$ cat src/rtl/ram_cmd_arbiter.sv
// ram_cmd_arbiter: round-robin arbiter that shares one single-port command RAM
// between two requesters. Each read/write transaction is sequenced into the
// RAM's two-command protocol and answered with a one-cycle response strobe.
// Optional feature macro: ADDR_CACHE_EN (skip a redundant address command
// when the RAM already holds the transaction's write/read address).
module ram_cmd_arbiter #(
    parameter int unsigned ADDR_SIZE  = 8,
    parameter int unsigned RD_TIMEOUT = 4
) (
    input  logic                   clk,
    input  logic                   rst,
    input  logic [1:0]             req_valid_i,
    output logic [1:0]             req_ready_o,
    input  logic [1:0]             req_wr_i,
    input  logic [2*ADDR_SIZE-1:0] req_addr_i,
    input  logic [2*ADDR_SIZE-1:0] req_wdata_i,
    output logic [1:0]             rsp_valid_o,
    output logic [ADDR_SIZE-1:0]   rsp_data_o,
    output logic                   rsp_err_o,
    output logic                   busy_o,
    output logic [ADDR_SIZE+1:0]   ram_din_o,
    output logic                   ram_rx_valid_o,
    input  logic [ADDR_SIZE-1:0]   ram_dout_i,
    input  logic                   ram_tx_valid_i
);

    localparam int unsigned CMD_W = ADDR_SIZE + 2;
    localparam int unsigned CNT_W = $clog2(RD_TIMEOUT + 1);

    localparam logic [1:0] OP_SET_WA = 2'b00;
    localparam logic [1:0] OP_WRITE  = 2'b01;
    localparam logic [1:0] OP_SET_RA = 2'b10;
    localparam logic [1:0] OP_READ   = 2'b11;

    typedef enum logic [2:0] {
        S_IDLE    = 3'd0,
        S_WR_ADDR = 3'd1,
        S_WR_DATA = 3'd2,
        S_RD_ADDR = 3'd3,
        S_RD_CMD  = 3'd4,
        S_RD_WAIT = 3'd5,
        S_RESP    = 3'd6
    } state_e;

    // FSM and captured transaction
    state_e                 state_q, state_d;
    logic                   rr_q, rr_d;
    logic                   wr_q, wr_d;
    logic [ADDR_SIZE-1:0]   addr_q, addr_d;
    logic [ADDR_SIZE-1:0]   wdata_q, wdata_d;
    logic                   owner_q, owner_d;
    logic [ADDR_SIZE-1:0]   rdata_q, rdata_d;
    logic                   err_q, err_d;
    logic [CNT_W-1:0]       cnt_q, cnt_d;

    // Registered outputs
    logic [1:0]             rsp_valid_q, rsp_valid_d;
    logic [ADDR_SIZE-1:0]   rsp_data_q, rsp_data_d;
    logic                   rsp_err_q, rsp_err_d;
    logic                   busy_q, busy_d;
    logic [CMD_W-1:0]       ram_din_q, ram_din_d;
    logic                   ram_rx_valid_q, ram_rx_valid_d;

    // Grant selection
    logic                   gnt_vld_c;
    logic                   gnt_idx_c;
    logic [ADDR_SIZE-1:0]   gnt_addr_c;
    logic [ADDR_SIZE-1:0]   gnt_wdata_c;
    logic                   wr_hit_c;
    logic                   rd_hit_c;

    // Single valid requester wins; on contention the round-robin pointer decides.
    assign gnt_idx_c   = (&req_valid_i) ? rr_q : req_valid_i[1];
    assign gnt_vld_c   = (state_q == S_IDLE) && (|req_valid_i) && !rst;
    assign gnt_addr_c  = gnt_idx_c ? req_addr_i[2*ADDR_SIZE-1:ADDR_SIZE]
                                   : req_addr_i[ADDR_SIZE-1:0];
    assign gnt_wdata_c = gnt_idx_c ? req_wdata_i[2*ADDR_SIZE-1:ADDR_SIZE]
                                   : req_wdata_i[ADDR_SIZE-1:0];

    // Accept strobe, combinational from state and valid; held low during reset.
    always_comb begin
        req_ready_o = 2'b00;
        if (gnt_vld_c) begin
            req_ready_o[gnt_idx_c] = 1'b1;
        end
    end

`ifdef ADDR_CACHE_EN
    logic                   wa_vld_q;
    logic                   ra_vld_q;
    logic [ADDR_SIZE-1:0]   wa_q;
    logic [ADDR_SIZE-1:0]   ra_q;
    logic                   rd_timeout_c;

    assign wr_hit_c     = wa_vld_q && (wa_q == gnt_addr_c);
    assign rd_hit_c     = ra_vld_q && (ra_q == gnt_addr_c);
    assign rd_timeout_c = (state_q == S_RD_WAIT) && (state_d == S_RESP) && err_d;

    // Mirror of the RAM's address registers; a timed-out read leaves them unknown.
    always_ff @(posedge clk or posedge rst) begin
        if (rst) begin
            wa_vld_q <= 1'b0;
            ra_vld_q <= 1'b0;
            wa_q     <= '0;
            ra_q     <= '0;
        end else if (rd_timeout_c) begin
            wa_vld_q <= 1'b0;
            ra_vld_q <= 1'b0;
        end else begin
            if (state_d == S_WR_ADDR) begin
                wa_vld_q <= 1'b1;
                wa_q     <= addr_d;
            end
            if (state_d == S_RD_ADDR) begin
                ra_vld_q <= 1'b1;
                ra_q     <= addr_d;
            end
        end
    end
`else
    assign wr_hit_c = 1'b0;
    assign rd_hit_c = 1'b0;
`endif

    // Next-state, transaction capture and next-output decode.
    always_comb begin
        state_d        = state_q;
        rr_d           = rr_q;
        wr_d           = wr_q;
        addr_d         = addr_q;
        wdata_d        = wdata_q;
        owner_d        = owner_q;
        rdata_d        = rdata_q;
        err_d          = err_q;
        cnt_d          = cnt_q;
        rsp_valid_d    = 2'b00;
        rsp_data_d     = '0;
        rsp_err_d      = 1'b0;
        busy_d         = 1'b0;
        ram_din_d      = '0;
        ram_rx_valid_d = 1'b0;

        unique case (state_q)
            S_IDLE: begin
                if (gnt_vld_c) begin
                    rr_d    = ~gnt_idx_c;
                    owner_d = gnt_idx_c;
                    wr_d    = req_wr_i[gnt_idx_c];
                    addr_d  = gnt_addr_c;
                    wdata_d = gnt_wdata_c;
                    rdata_d = '0;
                    err_d   = 1'b0;
                    if (wr_d) begin
                        state_d = wr_hit_c ? S_WR_DATA : S_WR_ADDR;
                    end else begin
                        state_d = rd_hit_c ? S_RD_CMD : S_RD_ADDR;
                    end
                end
            end
            S_WR_ADDR: state_d = S_WR_DATA;
            S_WR_DATA: state_d = S_RESP;
            S_RD_ADDR: state_d = S_RD_CMD;
            S_RD_CMD: begin
                state_d = S_RD_WAIT;
                cnt_d   = '0;
            end
            S_RD_WAIT: begin
                if (ram_tx_valid_i) begin
                    rdata_d = ram_dout_i;
                    state_d = S_RESP;
                end else if (cnt_q == CNT_W'(RD_TIMEOUT - 1)) begin
                    rdata_d = '0;
                    err_d   = 1'b1;
                    state_d = S_RESP;
                end else begin
                    cnt_d = cnt_q + CNT_W'(1);
                end
            end
            S_RESP:  state_d = S_IDLE;
            default: state_d = S_IDLE;
        endcase

        // Outputs are registered, so they are decoded from the state being entered.
        unique case (state_d)
            S_WR_ADDR: begin
                ram_rx_valid_d = 1'b1;
                ram_din_d      = {OP_SET_WA, addr_d};
            end
            S_WR_DATA: begin
                ram_rx_valid_d = 1'b1;
                ram_din_d      = {OP_WRITE, wdata_d};
            end
            S_RD_ADDR: begin
                ram_rx_valid_d = 1'b1;
                ram_din_d      = {OP_SET_RA, addr_d};
            end
            S_RD_CMD: begin
                ram_rx_valid_d = 1'b1;
                ram_din_d      = {OP_READ, ADDR_SIZE'(0)};
            end
            S_RESP: begin
                rsp_valid_d[owner_d] = 1'b1;
                rsp_data_d           = wr_d ? '0 : rdata_d;
                rsp_err_d            = err_d;
            end
            default: ;
        endcase

        busy_d = (state_d != S_IDLE);
    end

    // State, transaction and output registers.
    always_ff @(posedge clk or posedge rst) begin
        if (rst) begin
            state_q        <= S_IDLE;
            rr_q           <= 1'b0;
            wr_q           <= 1'b0;
            addr_q         <= '0;
            wdata_q        <= '0;
            owner_q        <= 1'b0;
            rdata_q        <= '0;
            err_q          <= 1'b0;
            cnt_q          <= '0;
            rsp_valid_q    <= 2'b00;
            rsp_data_q     <= '0;
            rsp_err_q      <= 1'b0;
            busy_q         <= 1'b0;
            ram_din_q      <= '0;
            ram_rx_valid_q <= 1'b0;
        end else begin
            state_q        <= state_d;
            rr_q           <= rr_d;
            wr_q           <= wr_d;
            addr_q         <= addr_d;
            wdata_q        <= wdata_d;
            owner_q        <= owner_d;
            rdata_q        <= rdata_d;
            err_q          <= err_d;
            cnt_q          <= cnt_d;
            rsp_valid_q    <= rsp_valid_d;
            rsp_data_q     <= rsp_data_d;
            rsp_err_q      <= rsp_err_d;
            busy_q         <= busy_d;
            ram_din_q      <= ram_din_d;
            ram_rx_valid_q <= ram_rx_valid_d;
        end
    end

    assign rsp_valid_o    = rsp_valid_q;
    assign rsp_data_o     = rsp_data_q;
    assign rsp_err_o      = rsp_err_q;
    assign busy_o         = busy_q;
    assign ram_din_o      = ram_din_q;
    assign ram_rx_valid_o = ram_rx_valid_q;

endmodule

$ cat config.mk
export PLATFORM = sky130hd
export DESIGN_NAME = ram_cmd_arbiter
export DESIGN_NICKNAME = d
export VERILOG_FILES = /design/src/rtl/ram_cmd_arbiter.sv
export SDC_FILE = /design/constraint.sdc
export NUM_CORES = 1
export LEC_CHECK = 0
export CORE_ASPECT_RATIO = 1.4
export CORE_MARGIN = 3
export CORE_UTILIZATION = 40
export CTS_CLUSTER_DIAMETER = 200
export CTS_CLUSTER_SIZE = 10
export DETAILED_ROUTE_END_ITERATION = 10
export PLACE_DENSITY = 0.71
export SLEW_MARGIN = 5
export SYNTH_ARGS = -nofsm -noshare
export SYNTH_HDL_FRONTEND = slang
export SYNTH_SLANG_ARGS = --single-unit
export TNS_END_PERCENT = 1
$ cat constraint.sdc
create_clock -name clk -period 2.7 [get_ports clk]
set_input_delay 0.27 -clock clk [delete_from_list [all_inputs] [get_ports clk]]
set_output_delay 0.27 -clock clk [all_outputs]
set_load 0.02 [all_outputs]
==> results of run 1 <==
worst min path at each step:
stage / to / slack (ns) / cells past startpoint
2_1_floorplan: rsp_data_o[4]$_DFF_PP0_ / 0.37 / 1
3_3_place_gp: err_q$_DFF_PP0_ / 0.47 / 2
3_5_place_dp: err_q$_DFF_PP0_ / 0.49 / 2
4_1_cts: state_q[1]$_DFF_PP0_ / 0.50 / 3
5_1_grt: owner_q$_DFF_PP0_ / 0.52 / 2
6_report: state_q[1]$_DFF_PP0_ / 0.49 / 3
critical path: stages, from the launching register on:
cell	delay (ns)
dfrtp_1	0.39
or4_4	0.59
nor3_2	0.28
clkdlybuf4s50_1	0.65
area by class of cell:
| type | count | area [sq um] | area share (%) |
|---|---|---|---|
| Clock buffer | 6 | 72.6 | 2.33 |
| Clock inverter | 2 | 15.0 | 0.482 |
| Inverter | 12 | 45.0 | 1.45 |
| Multi-Input combinational cell | 131 | 882 | 28.3 |
| Sequential cell | 49 | 1230 | 39.4 |
| Tap cell | 66 | 82.6 | 2.65 |
| Timing Repair Buffer | 80 | 791 | 25.4 |
power by group:
| part | switching, mW | total [mW] | internal, mW | leakage (nW) |
|---|---|---|---|---|
| sequential | 0.0899 | 1.06 | 0.973 | 0.631 |
| combinational | 0.684 | 1.23 | 0.550 | 0.703 |
| clock | 0.237 | 0.420 | 0.183 | 0.0374 |
kinds of logic (layout without fill, tap and decap cells):
group,count (synthesis),after routing
AO/OA/AOI/OAI,63,63
flip-flops,49,49
AND/OR/NAND/NOR,56,56
multiplexers,9,9
buffers and inverters,25,100
adder cells (fa/ha/maj),2,2
XOR/XNOR,1,1
cell usage after synthesis, types with 4 or more instances:
master    count  area, sq um
nor2_1       19         71.3
inv_1        11         41.3
o22ai_1      18          113
buf_2         6         30.0
a21oi_1      16         80.1
dfrtp_1      49         1230
mux2i_1       8         80.1
a311oi_1      4         35.0
a22oi_1       5         37.5
nand2_1      18         67.6
through the flow:
stage,std cells,util (%)
6_report,346,59.0
5_1_grt,346,59.0
2_1_floorplan,205,-
4_1_cts,346,59.0
3_3_place_gp,338,57.4
3_5_place_dp,338,57.4
routing by layer:
metal	track usage, %	wire length [microns]	vias up
met5	0	0	-
met4	5.37	65	0
met3	5.54	436	7
met2	29.5	2580	83
met1	19.5	2240	869
li1	-	-	878
flip-flops by register name, indices dropped and copies added (netlist names):
name            flops
cnt_q               3
rsp_err_o           1
wr_q                1
ram_din_o          10
rr_q                1
busy_o              1
wdata_q             8
owner_q             1
ram_rx_valid_o      1
rsp_valid_o         2
err_q               1
rsp_data_o          8
rdata_q             8
state_q             3
layout by cell type, fill, tap and decap left out, drive strengths merged, types with 6 or more instances in the layout:
cell type,instances
dfrtp,49
a21oi,18
o22ai,18
buf,9
clkbuf,6
nand2,18
nor2,21
mux2i,8
inv,12
clkdlybuf4s50,71
==> results.json, run 1 <==
{
  "status": "complete, no violations",
  "cts_hold_buf": 0,
  "synth_area_per_cell_sq_um": 10.9,
  "grt_usage_pct": 16.9,
  "slew_violations": 0,
  "syn_inst": 205,
  "startpoint": "state_q[1]$_DFF_PP0_",
  "leakage_nw": 1.37,
  "worstPathRequired_ns": 2.43,
  "power.density_mw_per_mm2": 872,
  "reg2regPathDepth": 6,
  "numCtsBuffers": 5,
  "rsz0062_at_grt": "no",
  "nets": 328,
  "io_pins": 72,
  "power_mw": 2.72,
  "arrival_ns": 2.21,
  "synthToLayoutAreaGrowth_pct": 39.5,
  "holdWs_ns": 0.488,
  "rows": 31,
  "die_area_sq_mm": 0.00653,
  "synth_top_family_by_area": "compound AO/OA/AOI/OAI gates",
  "end_kind": "output port",
  "drc": 0,
  "gp_congestion": 0.771,
  "async_flop_share_pct": 100,
  "finalWorstSetupSlack_ns": 0.216,
  "synth_seq_cells": 49,
  "finClkSkew_ns": 0.00494,
  "post_cts_buffers": 0,
  "start_util_pct": 42.3,
  "antenna_left": 0,
  "synthMuxAreaShare_pct": 4.09,
  "min_period_ns": 2.48,
  "timing.rr.start": "cnt_q[0]$_DFFE_PP0P_",
  "clkTransAtPathRegs_ns": 0.09,
  "hold_class": "input port to asynchronous set/reset pin",
  "core_area_sq_mm": 0.00528,
  "cts.sinks": 49,
  "die_w_microns": 69.1,
  "dp_slack_ns": 0.285,
  "ys_seq_area_share_pct": 54.9,
  "timing.rr.end": "rsp_data_o[0]$_DFF_PP0_",
  "cts_buffer_depth": 2,
  "avgViaCountPerCell": 5.31,
  "dr.pass1.iters": 4,
  "grt_pass1_wl_mm": 8.80,
  "worst_setup_path_start_kind": "flop",
  "synth_edf_count": 0,
  "crit_end": "req_ready_o[1]",
  "syn_area_sq_mm": 0.00223,
  "peakVddDrop_mv": 0.371,
  "overflow": 0,
  "insertedDiodeCount": 0,
  "fill_cells": 480,
  "final_area_sq_mm": 0.00311,
  "max_cap_violations": 0,
  "yosys_most_used_dff": "dfrtp_1",
  "antenna_found_initial": 0,
  "yosys.area_share.simple_pct": 13.0,
  "finalSetupTns_ns": 0,
  "hold_viol": 0,
  "synthXorXnorAreaFrac_pct": 0.392,
  "synth_cell_type_count": 41,
  "cts_tree": "built",
  "first_global_vias": 1851,
  "num_vias": 1837,
  "fmax_ghz": 0.403,
  "io_buffers": 71,
  "layout-drive-gt1-share_pct": 12.5,
  "yosysWarnings": 0,
  "reg2reg_slack_ns": 0.54,
  "synth_nets": 254,
  "cts_root_buffer": "clkbuf_8",
  "initialDrtViolationCount": 43,
  "synth_compound_area_share_pct": 20.9,
  "worst_pin_slew_ns": 0.703,
  "setup_viol": 0,
  "cp_max_fo": 4,
  "die_h_microns": 94.4,
  "period_share_pct": 92.0,
  "dp_hpwl_mm": 4.04,
  "drt_wl_total_mm": 5.32,
  "synth_fa_ha_area_share_pct": 1.12,
  "place_area_sq_mm": 0.00303,
  "slew_headroom_pct": 53.0,
  "grt_max_degree": 26,
  "htree_levels": 2,
  "cts_resized": 0,
  "wl_per_cell_microns": 15.4,
  "insertion_delay_ns": 0.30,
  "critical_path_class": "flop to output port"
}
(Power assumes the default switching activity.)
==> inputs of run 2 (changes only) <==
--- a/config.mk
+++ b/config.mk
@@ -7,11 +7,10 @@
 export LEC_CHECK = 0
 export CORE_ASPECT_RATIO = 1.4
 export CORE_MARGIN = 3
-export CORE_UTILIZATION = 40
+export CORE_UTILIZATION = 35
 export CTS_CLUSTER_DIAMETER = 200
 export CTS_CLUSTER_SIZE = 10
 export DETAILED_ROUTE_END_ITERATION = 10
-export PLACE_DENSITY = 0.71
 export SLEW_MARGIN = 5
 export SYNTH_ARGS = -nofsm -noshare
 export SYNTH_HDL_FRONTEND = slang
==> run 2 against run 1 <==
- final cell count is 1.4% higher
- total power is 4.3% higher
- via count is 1.5% lower
- clock power is 27% higher
==> results.json, run 2 (synthesis gave the netlist of run 1 again) <==
{
  "clkTransAtPathRegs_ns": 0.08,
  "p_int_mw": 1.83,
  "min_period_ns": 2.48,
  "timing.rr.start": "cnt_q[0]$_DFFE_PP0P_",
  "path_delay_family": "simple AND/OR/NAND/NOR gates",
  "rows": 33,
  "grt_pass1_wl_mm": 8.99,
  "initialDrtViolationCount": 44,
  "overflow": 0,
  "cp_slowest_cell": "clkdlybuf4s50_1",
  "power.density_mw_per_mm2": 898,
  "cts.sinks": 49,
  "holdWs_ns": 0.490,
  "slew_headroom_pct": 52.3,
  "fmax_ghz": 0.404,
  "placed_cells": 343,
  "die_h_microns": 100,
  "dp_slack_ns": 0.291,
  "rsz0062_at_grt": "no",
  "die_w_microns": 73.5,
  "insertedDiodeCount": 0,
  "cts_root_buffer": "clkbuf_8",
  "first_global_vias": 1925,
  "dp_hpwl_mm": 3.98,
  "core_area_sq_mm": 0.00603,
  "place_area_sq_mm": 0.00304,
  "synthToLayoutAreaGrowth_pct": 41.4,
  "io_buffers": 71,
  "gp_congestion": 0.781,
  "power_mw": 2.83,
  "critical_path_class": "flop to output port",
  "cts_hold_buf": 0,
  "cp_max_fo": 4,
  "p_comb_share_pct": 43.8,
  "period_share_pct": 91.7,
  "io_pins": 72,
  "setup_viol": 0,
  "wl_per_cell_microns": 15.2,
  "path_cells": "or4_4 > nor3_2 > clkdlybuf4s50_1",
  "htree_levels": 2,
  "finalSetupTns_ns": 0,
  "worstPathRequired_ns": 2.43,
  "switchingPower_mw": 1.00,
  "pwr-share-clk_pct": 18.8,
  "grt_max_degree": 27,
  "leakage_nw": 1.40,
  "drt_wl_total_mm": 5.33,
  "numCtsBuffers": 5,
  "finClkSkew_ns": 0.00772,
  "crit_buf_inv": 1,
  "switching_share_pct": 35.4,
  "antenna_left": 0,
  "reg2regPathDepth": 6,
  "cts_resized": 0,
  "pwr-share-seq_pct": 37.4,
  "cp_slowest_stage_delay_ns": 0.66,
  "max_cap_violations": 0,
  "drc": 0,
  "insertion_delay_ns": 0.30,
  "worst_setup_path_start_kind": "flop",
  "final_cell_mix": "71 x clkdlybuf4s50_1, 49 x dfrtp_1, 19 x nor2_1, 18 x nand2_1, 18 x o22ai_1",
  "hold_viol": 0,
  "hold_class": "flop to flop",
  "slew_violations": 0,
  "min-delay-start": "owner_q$_DFF_PP0_",
  "cts_buffer_depth": 2,
  "final_cells": 351,
  "finalWorstSetupSlack_ns": 0.224,
  "layout-drive-gt1-share_pct": 12.8,
  "largest_register_ffs": 10,
  "hold_path_depth": 2,
  "layout_commonest_cell": "clkdlybuf4s50_1",
  "peakVddDrop_mv": 0.378,
  "end_kind": "output port",
  "final_area_sq_mm": 0.00316,
  "die_area_sq_mm": 0.00739,
  "worst_pin_slew_ns": 0.714,
  "timing.rr.end": "rsp_data_o[0]$_DFF_PP0_",
  "reg2reg_slack_ns": 0.63,
  "status": "complete, no violations",
  "arrival_ns": 2.21,
  "nets": 329,
  "grt_usage_pct": 15.5,
  "whs_endpoint": "owner_q$_DFF_PP0_",
  "cts_tree": "built",
  "start_util_pct": 37.0,
  "post_cts_buffers": 0,
  "num_vias": 1809,
  "final_util_pct": 52.3,
  "antenna_found_initial": 0,
  "dr.pass1.iters": 4,
  "avgViaCountPerCell": 5.15
}
-- run 2: cell count changes in the layout (fill, tap and decap cells not counted) --
cell / before / now
clkbuf_8: 5 / 6
buf_4: 8 / 9
clkinvlp_4: 2 / 0
bufinv_16: 0 / 1
-- run 2: how the worst max path moves through the flow --
stage	endpoint	slack, ns	startpoint	cells past startpoint
after global routing	req_ready_o[1]	0.08	state_q[1]$_DFF_PP0_	3
after global placement	req_ready_o[1]	0.30	rst	4
final	req_ready_o[1]	0.22	state_q[1]$_DFF_PP0_	3
after CTS	req_ready_o[1]	0.19	state_q[1]$_DFF_PP0_	3
after detailed placement	req_ready_o[1]	0.29	rst	4
after floorplan	req_ready_o[0]	0.75	state_q[0]$_DFF_PP0_	6
-- run 2: power by group through the flow --
stage               sequential (mW)  clock [mW]  combinational [mW]
floorplan                      1.19           0               0.685
global placement               1.06           0                1.24
detailed placement             1.07           0                1.25
CTS                            1.06       0.549                1.25
global route                   1.09       0.577                1.39
finish                         1.06       0.534                1.24
-- run 2: area by class of cell --
| type | instances | area [sq um] |
|---|---|---|
| Clock inverter | 1 | 30.0 |
| Clock buffer | 7 | 86.3 |
| Multi-Input combinational cell | 131 | 882 |
| Fill cell | 586 | 2870 |
| Tap cell | 70 | 87.6 |
| Inverter | 12 | 45.0 |
| Sequential cell | 49 | 1230 |
| Timing Repair Buffer | 81 | 798 |
-- run 2: layer usage --
metal	global-route usage [%]	routed length (microns)	part of all wire (%)
met3	4.19	474	8.9
met2	25.6	2530	48
met1	19.9	2250	42
met4	4.32	67	1.3
met5	0	0	0
-- run 2: worst min-delay path, stage by stage, from the launching register on --
cell,delay (ns)
dfrtp_1,0.34
a21oi_2,0.06
inv_2,0.06
==> inputs of run 3 (changes only) <==
==> constraint.sdc (replaced) <==
create_clock -name clk -period 2.5 [get_ports clk]
set_input_delay 0.25 -clock clk [delete_from_list [all_inputs] [get_ports clk]]
set_output_delay 0.25 -clock clk [all_outputs]
set_load 0.02 [all_outputs]
==> run 3 against run 2 <==
- clock skew decreased by 0.0039 ns
- global-route usage decreased by 0.63 points
- final area increased by 0.32%
- total power increased by 6.5%
- core utilization increased by 0.17 points
- largest cell class unchanged
- setup slack got worse by 0.12 ns
- largest power group unchanged
- combinational power increased by 9%
- critical endpoint unchanged
- first-iteration DRC count increased by 23%
- clock power about the same
- sequential power increased by 8%
==> results.json, run 3 (synthesis gave the netlist of run 1 again) <==
{
  "cts_buffer_depth": 2,
  "dr.pass1.iters": 4,
  "drt_wl_total_mm": 5.26,
  "max_cap_violations": 0,
  "peakVddDrop_mv": 0.418,
  "cts_hold_buf": 0,
  "numCtsBuffers": 5,
  "insertion_delay_ns": 0.30,
  "slew_violations": 0,
  "largest_register_ffs": 10,
  "grt_max_degree": 32,
  "hold_viol": 0,
  "worst_setup_path_start_kind": "flop",
  "layout-drive-gt1-share_pct": 13.8,
  "critical_path_class": "flop to output port",
  "path_delay_family": "simple AND/OR/NAND/NOR gates",
  "die_w_microns": 73.5,
  "power_mw": 3.02,
  "synthToLayoutAreaGrowth_pct": 41.8,
  "place_area_sq_mm": 0.00306,
  "p_comb_share_pct": 44.6,
  "clkTransAtPathRegs_ns": 0.08,
  "power.density_mw_per_mm2": 954,
  "switchingPower_mw": 1.07,
  "nets": 332,
  "reg2reg_slack_ns": 0.45,
  "min_period_ns": 2.39,
  "avgViaCountPerCell": 5.16,
  "fmax_ghz": 0.418,
  "grt_pass1_wl_mm": 8.55,
  "gp_congestion": 0.776,
  "cts.sinks": 49,
  "worstPathRequired_ns": 2.25,
  "final_area_sq_mm": 0.00317,
  "first_global_vias": 1827,
  "layout_commonest_cell": "clkdlybuf4s50_1",
  "cts_tree": "built",
  "die_area_sq_mm": 0.00739,
  "grt_usage_pct": 14.9,
  "wl_per_cell_microns": 14.9,
  "slew_headroom_pct": 71.2,
  "io_pins": 72,
  "rsz0062_at_grt": "no",
  "insertedDiodeCount": 0,
  "core_area_sq_mm": 0.00603,
  "status": "complete, no violations",
  "regArea_sq_mm": 0.00123,
  "drc": 0,
  "pwr-share-clk_pct": 17.7,
  "initialDrtViolationCount": 54,
  "holdWs_ns": 0.429,
  "num_vias": 1820,
  "final_util_pct": 52.5,
  "finalSetupTns_ns": 0,
  "cts_root_buffer": "clkbuf_8",
  "post_cts_buffers": 0,
  "arrival_ns": 2.14,
  "pwr-share-seq_pct": 37.7,
  "final_cell_mix": "71 x clkdlybuf4s50_1, 49 x dfrtp_1, 19 x nor2_1, 18 x nand2_1, 18 x o22ai_1",
  "leakage_nw": 1.41,
  "antenna_left": 0,
  "end_kind": "output port",
  "overflow": 0,
  "start_util_pct": 37.0,
  "die_h_microns": 100,
  "cts_resized": 0,
  "dp_hpwl_mm": 3.96,
  "worst_pin_slew_ns": 0.431,
  "antenna_found_initial": 0,
  "finClkSkew_ns": 0.00378,
  "fill_cells": 568,
  "cp_slowest_stage_delay_ns": 0.63,
  "crit_buf_inv": 1,
  "setup_viol": 0,
  "multiInputGateArea_sq_um": 882,
  "cp_max_fo": 4,
  "p_int_mw": 1.95,
  "period_share_pct": 95.6,
  "switching_share_pct": 35.4,
  "cp_slowest_cell": "clkdlybuf4s50_1",
  "rows": 33,
  "path_cells": "or4_4 > nor3_2 > clkdlybuf4s50_1",
  "io_buffers": 71,
  "htree_levels": 2,
  "hold_class": "input port to asynchronous set/reset pin"
}
[run 3: per-stage QoR]
| stage | worst slack (ns) | instances |
|---|---|---|
| final | 0.109 | 353 |
| after global routing | 0.00871 | 353 |
| after CTS | 0.0712 | 353 |
| after detailed placement | 0.208 | 346 |
| after global placement | 0.220 | 346 |
| after floorplan | 0.560 | 205 |
[run 3: cell type report]
class                      count  share of cell area, %
clock inverter                 2                   1.11
multi-input combinational    131                   27.9
inverter                      12                   1.42
clock buffer                   5                   2.17
timing repair buffer          84                   25.9
sequential                    49                   38.7
tap                           70                   2.77
[run 3: routing by layer]
metal  wire length [microns]  vias to the layer above  part of all wire [%]  track usage [%]
li1                        -                      889                     -                -
met1                    2170                      854                    41             18.1
met2                    2560                       70                    49             25.1
met3                     441                        7                   8.4             3.99
met4                      85                        0                   1.6             5.16
met5                       0                        -                     0                0
[run 3: power by group through the flow]
stage / Combinational, mW / Sequential, mW / Clock, mW
CTS: 1.37 / 1.14 / 0.556
finish: 1.35 / 1.14 / 0.535
floorplan: 0.740 / 1.28 / 0
detailed placement: 1.36 / 1.16 / 0
global placement: 1.35 / 1.15 / 0
global route: 1.49 / 1.17 / 0.581
[run 3: worst reg2reg max path, stage by stage (launching register included)]
cell       delay [ns]
dfrtp_1          0.41
ha_1             0.21
ha_1             0.21
or2_2            0.35
nand2_1          0.24
nand2_1          0.13
a2111oi_2        0.38
[run 3: final timing paths]
kind	startpoint	to	cells past startpoint
setup / recovery	state_q[1]$_DFF_PP0_	req_ready_o[1]	3
hold reg to reg	owner_q$_DFF_PP0_	owner_q$_DFF_PP0_	2
min in group clk	owner_q$_DFF_PP0_	owner_q$_DFF_PP0_	2
setup reg to reg	cnt_q[0]$_DFFE_PP0P_	rsp_data_o[3]$_DFF_PP0_	6
max in group asynchronous	rst	wr_q$_DFF_PP0_	4
hold / removal	rst	wdata_q[4]$_DFF_PP0_	3
==> patch 1, RTL diff (settings of run 2) <==
Add a define of `ADDR_CACHE_EN`.
--- a/src/rtl/ram_cmd_arbiter.sv
+++ b/src/rtl/ram_cmd_arbiter.sv
@@ -3,6 +3,8 @@
 // RAM's two-command protocol and answered with a one-cycle response strobe.
 // Optional feature macro: ADDR_CACHE_EN (skip a redundant address command
 // when the RAM already holds the transaction's write/read address).
+`define ADDR_CACHE_EN
+
 module ram_cmd_arbiter #(
     parameter int unsigned ADDR_SIZE  = 8,
     parameter int unsigned RD_TIMEOUT = 4
Formal check against the unedited RTL: not equivalent (Yosys sat finds a counterexample within 10 cycles, from zero or initial values and one cycle with rst high).
==> patch 1 against run 2 <==
Setup slack worse by 0.091 ns. Power is 75% higher. Maximum frequency is 3.5% lower. Synthesized area is 60% higher. Routed wire length is 82% higher. Synthesized cell count is 68% higher. Design area is 58% higher. Largest cell class unchanged. Sequential cell count is 26 higher.
==> patch 1: results <==
metrics = {
    "cts": {
        "clk_pin_slew_worst_paths_ns": 0.06,
        "post_cts_buffers": 0,
        "clk_latency_ns": 0.33,
        "cts_made_buffers": 9,
        "cts-root-buf": "clkbuf_16",
        "htreeDepth": 3,
    },
    "route": {
        "drt_iter0_drc": 103,
        "dr.pass1.iters": 4,
        "vias_per_cell": 5.04,
        "vias": 2956,
        "routed_wirelength_um": 9710,
    },
    "place": {
        "place.gp.congestion": 0.887,
        "place_inst": 571,
        "dpl.hpwl_um": 7350,
        "dp_slack_ns": -0.216,
        "place_area_mm2": 0.00468,
    },
    "synthesis": {
        "synthTopCellsByCount": "dfrtp_1, nand2_1, nor2_1",
        "synthDistinctLibCells": 53,
        "syn_nets": 393,
        "synthCells": 344,
        "synthTopCellsByArea": "dfrtp_1, nand2_1, a22o_1",
        "yosysSeqAreaShare": 0.527,
    },
    "run_status": {
        "status": "finished clean",
    },
    "power_and_ir_drop": {
        "p_leak_uw": 0.00219,
        "irDropWorstVdd_mv": 0.374,
    },
    "worst_setup_path": {
        "cp_slowest_cell": "dfrtp_1",
        "regToRegSetupSlack_ns": 0.13,
        "path_max_fanout": 7,
        "path_delay_family": "compound AO/OA/AOI/OAI gates",
        "cpPeakStageDelay_ns": 0.41,
        "cp.arrival_ns": 2.78,
    },
    "grt": {
        "grt_usage": 0.176,
        "grt_pass1_vias": 3115,
        "grt_pass1_wl_um": 15700,
        "antenna_found_initial": 0,
        "grt_max_degree": 51,
    },
    "layout": {
        "fillerInstances": 938,
        "drive_above_1_share": 0.176,
        "nets": 499,
    },
    "sta": {
        "worst_pin_slew_ns": 0.650,
        "min_period_ns": 2.57,
        "fin_skew_ns": 0.00585,
    },
    "hold_path": {
        "hold_class": "in2async",
    },
}
[patch 1: layout make-up]
type,count,area [um^2],area share
Sequential cell,75,1880,0.377
Multi-Input combinational cell,242,1590,0.319
Clock buffer,11,243,0.0488
Timing Repair Buffer,110,1020,0.205
Tap cell,132,165,0.0332
Clock inverter,5,36.3,0.00729
Inverter,12,45.0,0.00905
[patch 1: path summary, 6_finish.rpt]
check | depth (start not counted) | end | startpoint
max reg2reg | 10 | wa_q[5] | rr_q
max | 10 | wa_q[5] | rr_q
max in group asynchronous | 3 | wa_q[2] | rst
min | 2 | cnt_q[2] | rst
min in group clk | 2 | cnt_q[2] | cnt_q[2]
min reg2reg | 2 | cnt_q[2] | cnt_q[2]
[patch 1: power by group]
part           internal [uW]  switching, uW
registers               1550            256
clock network            650            459
logic                    981           1050
total                   3180           1770
[patch 1: cells by family after synthesis]
kind of cell / share of synthesized area
simple gates: 0.186
flops: 0.527
xor+xnor: 0.0320
fa+ha+maj: 0.00702
buf+inv: 0.0302
mux: 0.0499
compound gates: 0.168
[patch 1: per-layer routing]
metal,vias to the layer above,routed length (um),global-route usage
met2,70,5220,0.321
met3,21,361,0.0403
met4,0,329,0.0826
li1,1438,-,-
met1,1427,3790,0.189
met5,-,0,0
[patch 1: per-stage QoR]
stage               power, uW  utilization  hold WS [ns]
finish                   4950        0.514         0.368
global route             5260        0.514         0.419
CTS                      4990        0.513         0.365
detailed placement       3860        0.484         0.471
global placement         3810        0.484         0.466
floorplan                3010            -         0.425
==> patch 2, RTL diff (flow settings as in run 2) <==
Made on the original files. Take the reset off `rsp_data_q` and load it in a clocked block of its own.
--- a/src/rtl/ram_cmd_arbiter.sv
+++ b/src/rtl/ram_cmd_arbiter.sv
@@ -222,7 +222,6 @@
             err_q          <= 1'b0;
             cnt_q          <= '0;
             rsp_valid_q    <= 2'b00;
-            rsp_data_q     <= '0;
             rsp_err_q      <= 1'b0;
             busy_q         <= 1'b0;
             ram_din_q      <= '0;
@@ -238,12 +237,15 @@
             err_q          <= err_d;
             cnt_q          <= cnt_d;
             rsp_valid_q    <= rsp_valid_d;
-            rsp_data_q     <= rsp_data_d;
             rsp_err_q      <= rsp_err_d;
             busy_q         <= busy_d;
             ram_din_q      <= ram_din_d;
             ram_rx_valid_q <= ram_rx_valid_d;
         end
+    end
+
+    always_ff @(posedge clk) begin
+        rsp_data_q <= rsp_data_d;
     end
 
     assign rsp_valid_o    = rsp_valid_q;
Function: differs if rst is asserted again (counterexample within 10 cycles, from zero or initial values and one cycle with rst high); with rst held inactive, the same outputs for 10 cycles.
==> patch 2 against run 2 <==
Via count is 15% lower. Synthesized area is 8.1% lower. Global-route usage is 1.9 points lower. Synthesized cell count is 9.8% lower. Power is 8.6% lower. Non-clock buffer count is 5 lower. Clock power is 16% lower. Sequential cell count stayed put. Maximum frequency is 6.2% higher. Utilization is 0.89 points lower. Routed wire length is 17% lower. Design area is 8.6% lower. Setup slack better by 0.14 ns. Count of clock-buffer cells in the layout is 2 lower. Highest routed layer unchanged.
==> patch 2: results <==
metrics = {
    "run_status": {
        "status": "finished clean",
    },
    "power_and_ir_drop": {
        "pg_clk_uw": 451,
        "intPower_uw": 1680,
        "switching_share": 0.350,
        "p_leak_uw": 0.00128,
        "irDropWorstVdd_mv": 0.337,
        "seqPwrFrac": 0.435,
    },
    "synthesis": {
        "synthDistinctLibCells": 36,
        "synthXorXnorAreaFrac": 0.00854,
        "syn_nets": 234,
        "synthTopCellsByCount": "dfrtp_1, nand2_1, nor2_1",
        "synthCells": 185,
        "synthTopCellsByArea": "dfrtp_1, dfxtp_1, a22o_1",
        "synthArstFlopShare": 0.837,
        "synth_mux_area_frac": 0.0445,
        "synthAdderAreaFrac": 0.0122,
        "synth_compound_area_frac": 0.148,
        "yosysSeqAreaShare": 0.578,
    },
    "cts": {
        "clock-sinks": 49,
        "clk_latency_ns": 0.31,
        "cts_made_buffers": 5,
        "cts_resized": 0,
    },
    "sta": {
        "min_period_ns": 2.33,
        "fin_skew_ns": 0.0105,
        "layout_setup_ws_ns": 0.368,
        "worst_pin_slew_ns": 0.523,
        "whs_ns": 0.411,
    },
    "layout": {
        "final-clk-cell-share": 0.0325,
        "buf_share": 0.259,
        "num-multi-input-gates": 117,
        "final_cells": 324,
        "inverters": 6,
        "seq_area_mm2": 0.00119,
        "drive_above_1_share": 0.0781,
        "multi_input_area_share": 0.259,
        "nNonClkBuffers": 76,
        "nets": 304,
        "syn_to_final_growth_pct": 40.5,
        "fillerInstances": 506,
    },
    "route": {
        "routed_wirelength_um": 4430,
        "vias": 1543,
        "drt_iter0_drc": 25,
        "dr.pass1.iters": 4,
    },
    "grt": {
        "grt_usage": 0.137,
        "grt_pass1_wl_um": 7260,
        "grt_max_degree": 42,
    },
    "floorplanning": {
        "die_width_um": 70.7,
    },
    "place": {
        "dp_slack_ns": 0.523,
        "place_area_mm2": 0.00279,
        "place.gp.congestion": 0.711,
        "dpl.hpwl_um": 3250,
    },
    "hold_path": {
        "hold_class": "in2async",
    },
    "worst_setup_path": {
        "regToRegSetupSlack_ns": 0.67,
        "r2r-end": "rsp_data_o[6]",
        "cp.arrival_ns": 2.06,
        "reg2reg_depth": 6,
        "startpoint": "state_q[2]",
        "path_max_fanout": 9,
    },
}
-- patch 2: cell count changes in the layout (fill, tap and decap cells not counted), sizes merged, moves of 4 or more --
cell    change
a21oi      -16
o22ai      -10
a22o        +9
dfrtp       -8
dfxtp       +8
nor2b       +8
a31oi       +6
nand2       +6
buf         -5
inv         -5
a311oi      -4
-- patch 2: logic make-up (layout without fill, tap and decap cells) --
group / count (synthesis) / count (layout)
AND/OR/NAND/NOR: 64 / 64
flip-flops: 49 / 49
AO/OA/AOI/OAI: 40 / 40
buffers and inverters: 19 / 90
multiplexers: 9 / 9
adder cells (fa/ha/maj): 2 / 2
XOR/XNOR: 2 / 2
-- patch 2: worst max-delay path, stage by stage (launching register included) --
cell and delay, ns:
dfrtp_1 0.51, nor3_4 0.31, and2_1 0.19, nand2_1 0.07, inv_1 0.07, clkdlybuf4s50_1 0.61
-- patch 2: layer usage --
metal	global-route usage	wire (um)
met1	0.160	1860
met4	0.0564	51
met5	0	0
met2	0.235	2220
met3	0.0393	296
